## config.mk

```make
export PLATFORM = sky130hd
export DESIGN_NAME = fetch
export DESIGN_NICKNAME = d
export VERILOG_FILES = /design/src/rtl/fetch_pkg.sv /design/src/rtl/fetch_npc.sv /design/src/rtl/fetch.sv
export SDC_FILE = /design/constraint.sdc
export NUM_CORES = 1
export LEC_CHECK = 0
export CAP_MARGIN = 10
export CORE_MARGIN = 2
export CORE_UTILIZATION = 50
export CTS_CLUSTER_DIAMETER = 50
export CTS_CLUSTER_SIZE = 14
export DETAILED_ROUTE_END_ITERATION = 6
export HOLD_SLACK_MARGIN = 0.08
export PLACE_DENSITY = 0.92
export SYNTH_ARGS = -nofsm -noshare
export SYNTH_HDL_FRONTEND = slang
export SYNTH_HIERARCHICAL = 1
export SYNTH_SLANG_ARGS = --single-unit
```

## constraint.sdc

```tcl
create_clock -name clk_i -period 4.7 [get_ports clk_i]
set_input_delay 0.705 -clock clk_i [delete_from_list [all_inputs] [get_ports clk_i]]
set_output_delay 0.705 -clock clk_i [all_outputs]
set_load 0.005 [all_outputs]
```

## src/rtl/fetch_pkg.sv

```systemverilog
// Shared fetch-stage constants: next-PC select encodings, default NOP/reset vector,
// and the sign-extension helper used for decoder offsets.
package fetch_pkg;

    typedef enum logic [2:0] {
        PC_NEXT_SEL_STALL       = 3'd0,
        PC_NEXT_SEL_NEXT        = 3'd1,
        PC_NEXT_SEL_PC_IMM      = 3'd2,
        PC_NEXT_SEL_RS1_IMM     = 3'd3,
        PC_NEXT_SEL_COND_PC_IMM = 3'd4
    } pc_next_sel_e;

    localparam logic [31:0] NOP_INSN_DEFAULT  = 32'h0000_0013;
    localparam logic [31:0] RESET_VEC_DEFAULT = 32'h0000_0000;

    // Sign-extend the low `width` bits of raw; bits above the field are discarded.
    function automatic logic [31:0] sext(input logic [31:0] raw, input int unsigned width);
        logic [31:0] hi_mask;
        hi_mask = 32'hFFFF_FFFF << width;
        return raw[width-1] ? (raw | hi_mask) : (raw & ~hi_mask);
    endfunction

endpackage

```

## src/rtl/fetch_npc.sv

```systemverilog
// Combinational next-PC target selection and misaligned-target detection.
module fetch_npc
    import fetch_pkg::*;
(
    input  logic [31:0] pc_i,
    input  logic [2:0]  sel_i,
    input  logic [31:0] off_i,
    input  logic [2:0]  isize_i,
    input  logic [31:0] rs1_i,
    input  logic        cond_i,
    output logic [31:0] target_o,
    output logic        stall_o,
    output logic        misaligned_o
);

    logic [31:0] seq_pc;

    always_comb begin
        seq_pc   = pc_i + {29'd0, isize_i};
        target_o = pc_i;
        stall_o  = 1'b0;
        case (sel_i)
            PC_NEXT_SEL_NEXT:        target_o = seq_pc;
            PC_NEXT_SEL_PC_IMM:      target_o = pc_i + sext(off_i, 21);
            PC_NEXT_SEL_RS1_IMM:     target_o = (rs1_i + sext(off_i, 12)) & ~32'd1;
            PC_NEXT_SEL_COND_PC_IMM: target_o = cond_i ? (pc_i + sext(off_i, 13)) : seq_pc;
            default:                 stall_o  = 1'b1;
        endcase
        misaligned_o = !stall_o && (target_o[1:0] != 2'b00);
    end

endmodule

```

## src/rtl/fetch.sv

```systemverilog
// pako32 instruction-fetch stage: PC register, sticky misalign trap, imem drive.
// Optional cycle/instret counters are built only when PAKO_FETCH_CNT_EN is defined.
module fetch
    import fetch_pkg::*;
#(
    parameter logic [31:0] RESET_VEC = RESET_VEC_DEFAULT,
    parameter logic [31:0] NOP_INSN  = NOP_INSN_DEFAULT
) (
    input  logic        clk_i,
    input  logic        rstn_i,
    input  logic [2:0]  pc_next_sel_i,
    input  logic [31:0] pc_next_off_i,
    input  logic [2:0]  pc_isize_i,
    input  logic [31:0] rs1_data_i,
    input  logic [31:0] alu_res_i,
    output logic [31:0] imem_addr_o,
    input  logic [31:0] imem_rdata_i,
    output logic [31:0] pc_o,
    output logic [31:0] pc_data_o,
    output logic        trap_o
`ifdef PAKO_FETCH_CNT_EN
    ,
    output logic [63:0] cycle_o,
    output logic [63:0] instret_o
`endif
);

    logic [31:0] pc_q, pc_d;
    logic        fetch_valid_q, fetch_valid_d;
    logic        trap_q, trap_d;
    logic [31:0] target;
    logic        stall;
    logic        misaligned;
    logic        unused_alu_bits;

    assign unused_alu_bits = ^alu_res_i[31:1];

    fetch_npc u_npc (
        .pc_i         (pc_q),
        .sel_i        (pc_next_sel_i),
        .off_i        (pc_next_off_i),
        .isize_i      (pc_isize_i),
        .rs1_i        (rs1_data_i),
        .cond_i       (alu_res_i[0]),
        .target_o     (target),
        .stall_o      (stall),
        .misaligned_o (misaligned)
    );

    always_comb begin
        pc_d          = pc_q;
        trap_d        = trap_q;
        fetch_valid_d = 1'b1;
        if (!trap_q && !stall) begin
            if (misaligned) begin
                trap_d = 1'b1;
            end else begin
                pc_d = target;
            end
        end
    end

    // The memory samples the address at the same edge that loads pc, so it sees pc_d;
    // during reset pc_q already holds RESET_VEC.
    assign imem_addr_o = rstn_i ? pc_d : pc_q;
    assign pc_o        = pc_q;
    assign trap_o      = trap_q;
    assign pc_data_o   = (fetch_valid_q && !trap_q) ? imem_rdata_i : NOP_INSN;

    always_ff @(posedge clk_i or negedge rstn_i) begin
        if (!rstn_i) begin
            pc_q          <= RESET_VEC;
            fetch_valid_q <= 1'b0;
            trap_q        <= 1'b0;
        end else begin
            pc_q          <= pc_d;
            fetch_valid_q <= fetch_valid_d;
            trap_q        <= trap_d;
        end
    end

`ifdef PAKO_FETCH_CNT_EN
    logic [63:0] cycle_q, cycle_d;
    logic [63:0] instret_q, instret_d;

    always_comb begin
        cycle_d   = cycle_q + 64'd1;
        instret_d = instret_q;
        if (fetch_valid_q && !trap_q && !stall) begin
            instret_d = instret_q + 64'd1;
        end
    end

    always_ff @(posedge clk_i or negedge rstn_i) begin
        if (!rstn_i) begin
            cycle_q   <= '0;
            instret_q <= '0;
        end else begin
            cycle_q   <= cycle_d;
            instret_q <= instret_d;
        end
    end

    assign cycle_o   = cycle_q;
    assign instret_o = instret_q;
`endif

endmodule

```

==> results.cfg, run 1 <==
[global_route]
overflow = 318
grt.total_usage = 0.800
grt_max_degree = 35

[yosys]
synthMuxAreaShare = 0.102
syn-num-nets = 1256
synth_seq_cells = 34
synth_top_area_frac = 0.132
async_flop_share = 1.00
synthSimpleGateAreaFrac = 0.219
yosys.area_share.xor_xnor = 0.0854
synth-main-ff-cell = dfrtp_1
synth_edf_count = 0
syn_area_mm2 = 0.00779
synth_cells = 1035
synth_top_family_by_area = compound AO/OA/AOI/OAI gates
yosys.area_share.adder = 0.141
yosys.area.top_type = ha_1
synth-warning-count = 6
seq_area_frac_synth = 0.109
syn_avg_cell_area_um2 = 7.53
synth_compound_area_frac = 0.302
synth.area.top_cells = ha_1 (13%), dfrtp_1 (11%), mux2_2 (8.8%), o21ai_0 (5.7%), a21oi_1 (5.6%)
netlist-cell-type-count = 77

[floorplan]
rows = 45
boundaryPins = 233
die_width_um = 129
die_h_um = 129
start_util = 0.513

[clocking]
clock-sinks = 34
cts_buffers = 5
cts_buffer_depth = 2
postCtsHoldBufs = 0
ctsRootBufferMaster = clkbuf_16
h-tree-depth = 2

[timing]
worst_endpoint_kind = primary output
worst_endpoint = imem_addr_o[30]

[run_status]
haltStage = 5_1_grt
status = stopped before the end
error = [ERROR GRT-0232] Routing congestion too high. Check the congestion heatmap in the GUI.

[placement]
portBuffers = 190
gp_congestion = 1.08
place.detailed.hpwl_mm = 24.8
## cell usage after synthesis (all sizes together) (22+ instances only)
master,number
mux2,65
o21ai,89
nand4,24
ha,82
a21oi,89
xor2,37
a21o,42
clkbuf,35
nand2,82
nand3,36
xnor2,39
nor3,22
and2,36
nor2,55
dfrtp,34
inv,33
## routing by layer
layer,overflow,global-route usage
met1,2,0.765
met4,110,0.848
met3,8,0.649
met2,197,0.982
met5,1,0.318
## what timing repair did
item,in CTS
endpoints found under the setup margin,22
endpoints found under the hold margin,0
pin swaps,84
gates resized for setup,169
cloned,0
setup buffers,32
## cell families after synthesis
group | count (synthesis)
compound gates | 362
simple gates | 329
buf+inv | 76
mux | 71
fa+ha+maj | 86
other cells | 1
flops | 34
xor+xnor | 76
## stage by stage
step / hold WS (ns) / setup TNS (ns) / instance area, um2 / instances / setup WS (ns)
3_3_place_gp: 0.630 / -6.23 / 11600 / 1613 / -0.646
2_1_floorplan: 0.409 / 0 / 7790 / 1035 / 0.479
3_5_place_dp: 0.636 / -7.91 / 11600 / 1613 / -0.721
4_1_cts: 0.591 / -0.00373 / 12500 / 1653 / -0.00365
==> run 2, diff against run 1 <==
Settings changed: CORE_UTILIZATION 50 to 40, CTS_CLUSTER_DIAMETER 50 to not set, CTS_CLUSTER_SIZE 14 to not set, HOLD_SLACK_MARGIN 0.08 to not set, PLACE_DENSITY 0.92 to not set, PLACE_DENSITY_LB_ADDON set to 0.15.
==> results.cfg, run 2 <==
[power]
p_leak_nw = 5.84
power.total_mw = 5.66
vdd_drop_max_v = 0.000288
powerDensity_mw_per_mm2 = 435

[finish]
diodes = 0
area_growth_syn_to_layout_pct = 66.9
drive_gt1_frac = 0.336
nets = 1707
final_common_cell = buf_4
mostFrequentLayoutCells = buf_4 (291), clkdlybuf4s50_1 (150), nand2_1 (79)
final_cell_area_mm2 = 0.0130
largest_reg_flops = 32

[clocking]
cts_buffers = 5
h-tree-depth = 2
clock_latency_ns = 0.30
postCtsHoldBufs = 0
path_clk_slew_ns = 0.07
cts_tree = yes
clock-sinks = 34
cts_buffer_depth = 2
ctsRootBufferMaster = clkbuf_16

[hold_path]
hp-class = primary input to async pin

[floorplan]
core_region_area_mm2 = 0.0193
rows = 51
die_width_um = 144
dieArea_mm2 = 0.0206
die_h_um = 144
start_util = 0.404
boundaryPins = 233

[yosys]
synth_seq_cells = 34
netlist-cell-type-count = 77
synth_top_area_frac = 0.132
synth-main-ff-cell = dfrtp_1
yosys.area_share.adder = 0.141
synthSimpleGateAreaFrac = 0.219
yosys.area.top_type = ha_1
yosys.area_share.xor_xnor = 0.0854
syn-num-nets = 1256
synth_cells = 1035
syn_area_mm2 = 0.00779
async_flop_share = 1.00
synthMuxAreaShare = 0.102
synth_common_cells = o21ai_0 (88), a21oi_1 (87), ha_1 (82), nand2_1 (82), mux2_2 (61)
yosysMostFrequentCell = o21ai_0
synth.area.top_cells = ha_1 (13%), dfrtp_1 (11%), mux2_2 (8.8%), o21ai_0 (5.7%), a21oi_1 (5.6%)
synth_edf_count = 0
synth_compound_area_frac = 0.302
syn_avg_cell_area_um2 = 7.53
seq_area_frac_synth = 0.109
synth_top_family_by_area = compound AO/OA/AOI/OAI gates
synth-warning-count = 6

[setup_path]
worstPathMaxFanout = 4
worstRegToRegCells = 15
r2r_slack_ns = 1.21
timing.rr.start = pc_o[0]
end_kind = primary output
cp-start-kind = primary input
cp_slowest_cell = ha_4
cpMostUsedCell = buf_4
r2r_end = pc_o[28]
critPathMaxStageDelay_ns = 0.29
cp_cell_sequence = dlygate4sd2_1 > ha_4 > nand4_1 > a211oi_2 > buf_4 > buf_4 > o2111ai_4 > a21oi_4 > o21ai_2 > buf_4 > buf_4 > o21ai_4 > xnor2_2 > o221a_2 > a21oi_2 > a2bb2oi_2 > mux2_2 > dlygate4sd2_1
required_ns = 3.99
worstPathArrival_ns = 3.95
crit_type = primary input to primary output

[routing]
antenna_left = 0
route.top_layer_used = met4
drc = 0
wirelength_mm = 32.9
routed_via_density = 5.68
num_vias = 9949
met1_length_mm = 13.6
route.met3.wl_mm = 1.82
drt-pass1-iter-count = 6
post_drt_wl_per_cell_um = 18.8
met2_length_mm = 16.0
drt-initial-drc-count = 624

[global_route]
overflow = 0
grt_pass1_vias = 9394
grt.total_usage = 0.305
grt_max_degree = 35
antenna_found_initial = 0
grt_pass1_wl_mm = 49.2

[placement]
placedInstanceArea_mm2 = 0.0119
place.detailed.hpwl_mm = 25.7
pre_cts_slack_ns = -0.804
portBuffers = 190
gp_congestion = 0.968

[timing]
clock-skew-final_ns = 0.00915
period_needed_ns = 4.65
rsz0062_at_grt = true
tightest_slew_ns = 0.699
fmax_mhz = 215
period_share = 0.990
fin_tns_setup_ns = 0
max_slew_margin = 0.533
fin_ws_ns = 0.0484
final_max_slew_viol_count = 0
hold_ws_ns = 0.573
final_hold_viol_count = 0
setup_viol = 0

[run_status]
status = complete, no violations

[flow_run]
max_cap_viol_count = 0
run 2: cell counts after synthesis:
Identical to the previous run, type by type.
run 2: cell type report:
| type | count | area [um2] |
|---|---|---|
| clock inverter | 1 | 30.0 |
| timing repair buffer | 487 | 4110 |
| inverter | 33 | 124 |
| clock buffer | 7 | 133 |
| multi-input combinational | 925 | 7420 |
| tap | 265 | 332 |
| sequential | 34 | 852 |
| fill | 1660 | 6270 |
run 2: power breakdown:
part,internal (mW),switching (mW)
combinational,2.43,2.24
sequential,0.413,0.168
clock,0.252,0.157
total,3.09,2.57
run 2: through the flow:
stage,util,instances
2_1_floorplan,-,1035
3_3_place_gp,0.618,1719
3_5_place_dp,0.618,1719
4_1_cts,0.659,1743
5_1_grt,0.675,1752
6_report,0.675,1752
run 2: how the worst max path moves through the flow:
| stage | cells after the start | slack [ns] | from | end |
|---|---|---|---|---|
| detailed placement | 16 | -0.80 | pc_next_off_i[0] | imem_addr_o[28] |
| global route | 14 | -0.02 | pc_next_off_i[17] | imem_addr_o[28] |
| floorplan | 14 | 0.48 | pc_next_off_i[0] | imem_addr_o[28] |
| finish | 18 | 0.05 | rs1_data_i[2] | imem_addr_o[31] |
| CTS | 15 | -0.14 | rs1_data_i[13] | imem_addr_o[28] |
| global placement | 16 | -0.70 | pc_next_off_i[0] | imem_addr_o[28] |
run 2: timing repair:
item,4_1_cts,5_1_grt
setup endpoints to repair,23,19
endpoints found under the hold margin,0,0
pin swaps,72,37
gates cloned,0,0
resized for setup,156,62
buffers inserted,16,9
run 2: kinds of logic after synthesis:
family	count (synthesis)
mux	71
fa+ha+maj	86
flops	34
other cells	1
xor+xnor	76
simple gates	329
buf+inv	76
compound gates	362
run 2: critical path, delay by kind of cell:
kind / cells / cell delay (ns)
compound gates: 8 / 1.32
buf+inv: 6 / 1.06
fa+ha+maj: 1 / 0.29
mux: 1 / 0.26
simple gates: 1 / 0.17
xor+xnor: 1 / 0.14
run 2: layer usage:
metal | GRT usage | up-vias
met3 | 0.0320 | 89
met2 | 0.532 | 388
met5 | 0 | -
li1 | - | 4824
met4 | 0.123 | 0
met1 | 0.383 | 4648
Power figures use the tool's default switching activity.
==> run 3, diff against run 2 <==
Settings changed: MAX_ROUTING_LAYER set to met4.
==> results.cfg, run 3 (synthesis results as in run 2) <==
[timing]
period_share = 1.03
clock-skew-final_ns = 0.0144
period_needed_ns = 4.83
final_max_slew_viol_count = 0
hold_ws_ns = 0.570
fin_tns_setup_ns = -0.131
setup_viol = 1
fin_ws_ns = -0.131
max_slew_margin = 0.549
tightest_slew_ns = 0.669
rsz0062_at_grt = true
fmax_mhz = 207
final_hold_viol_count = 0

[routing]
drc = 0
antenna_left = 0
routed_via_density = 5.76
post_drt_wl_per_cell_um = 19.0
num_vias = 10269
drt-pass1-iter-count = 6
drt-initial-drc-count = 869
wirelength_mm = 33.9

[floorplan]
die_h_um = 144
core_region_area_mm2 = 0.0193
start_util = 0.404
dieArea_mm2 = 0.0206
boundaryPins = 233
rows = 51
die_width_um = 144

[global_route]
grt_max_degree = 35
antenna_found_initial = 0
overflow = 0
grt.total_usage = 0.325
grt_pass1_wl_mm = 51.4
grt_pass1_vias = 9883

[finish]
area_growth_syn_to_layout_pct = 70.9
mostFrequentLayoutCells = buf_4 (320), clkdlybuf4s50_1 (149), nand2_1 (77)
nets = 1739
num-fill-cells = 1623
largest_reg_flops = 32
drive_gt1_frac = 0.357
diodes = 0
final_common_cell = buf_4

[power]
vdd_drop_max_v = 0.000279
p_leak_nw = 6.05
p_switching_mw = 2.67
combPwrFrac = 0.838
cellInternalPower_mw = 3.23
power_frac_seq = 0.099
pwr-share-clk = 0.062
p_sw_frac = 0.452
powerDensity_mw_per_mm2 = 443

[hold_path]
hp-class = primary input to async pin

[run_status]
status = complete, but fails checks
violations = setup timing

[clocking]
h-tree-depth = 2
path_clk_slew_ns = 0.07
cts_tree = yes
clock_latency_ns = 0.30
ctsRootBufferMaster = clkbuf_16
postCtsHoldBufs = 0
cts_buffer_depth = 2
clock-sinks = 34
cts_buffers = 5

[placement]
place.detailed.hpwl_mm = 25.7
pre_cts_slack_ns = -0.788
portBuffers = 190
gp_congestion = 0.985

[setup_path]
worstPathMaxFanout = 3
cp_slowest_cell = fa_2
end_kind = flop
required_ns = 4.88
cp-start-kind = primary input
critPathMaxStageDelay_ns = 0.36
worstPathArrival_ns = 5.02
cpMostUsedCell = buf_4
r2r_slack_ns = -0.09
crit_type = primary input to flop

[flow_run]
max_cap_viol_count = 0
## run 3: cell types whose count changed in the layout (fill, tap and decap cells not counted), sizes merged
cell           delta
buf              +34
dlygate4sd2      -11
clkdlybuf4s15     +4
clkbuf            +3
dlymetal6s2s      +3
bufinv            -1
clkdlybuf4s50     -1
clkinv            +1
## run 3: metrics by stage
stage	instance area [um2]	util	power (mW)	instances
6_report	13300	0.691	5.90	1784
5_1_grt	13300	0.691	6.29	1784
4_1_cts	13000	0.673	5.57	1774
3_5_place_dp	12000	0.620	4.79	1726
3_3_place_gp	12000	0.620	4.77	1726
2_1_floorplan	7790	-	2.72	1035
## run 3: what timing repair did
| action | CTS | global route |
|---|---|---|
| pin swaps | 69 | 61 |
| setup buffers | 41 | 14 |
| endpoints found under the setup margin | 23 | 19 |
| hold endpoints to repair | 0 | 0 |
| resized for setup | 173 | 79 |
| cloned | 0 | 0 |
## run 3: area by class of cell
cell class,count,area (um2),area share
flip-flops and latches,34,852,0.0640
clock inverters,1,5.00,0.000376
multi-input cells,925,7490,0.562
repair buffers,519,4370,0.328
well taps,265,332,0.0249
clock buffers,7,143,0.0107
inverters,33,124,0.00930
## run 3: worst paths after layout
check / startpoint / endpoint / cells past startpoint
worst max-delay path: pc_next_off_i[0] / pc_o[24] / 27
worst min-delay path: rstn_i / pc_o[27] / 2
worst max register to register: pc_o[1] / pc_o[24] / 25
worst min register to register: pc_o[1] / pc_o[1] / 1
max in group asynchronous: rstn_i / pc_o[0] / 2
min in group clk_i: pc_o[1] / pc_o[1] / 1
## run 3: power by group through the flow
stage	logic [mW]	registers [mW]	clock network [mW]
floorplan	2.07	0.646	0
global placement	4.21	0.560	0
detailed placement	4.23	0.563	0
CTS	4.62	0.568	0.372
global route	5.32	0.595	0.381
finish	4.95	0.586	0.367
## run 3: worst max-delay path, delay by kind of cell
family | cells | cell delay, ns
AO/OA/AOI/OAI | 7 | 1.40
XOR/XNOR | 1 | 0.22
adder cells (fa/ha/maj) | 2 | 0.48
buffers and inverters | 14 | 1.65
multiplexers | 1 | 0.25
AND/OR/NAND/NOR | 2 | 0.32
## run 3: metal layers
layer | part of all wire | global-route usage
met5 | 0 | -
met4 | 0.051 | 0.151
met3 | 0.062 | 0.0377
met2 | 0.48 | 0.543
met1 | 0.41 | 0.392
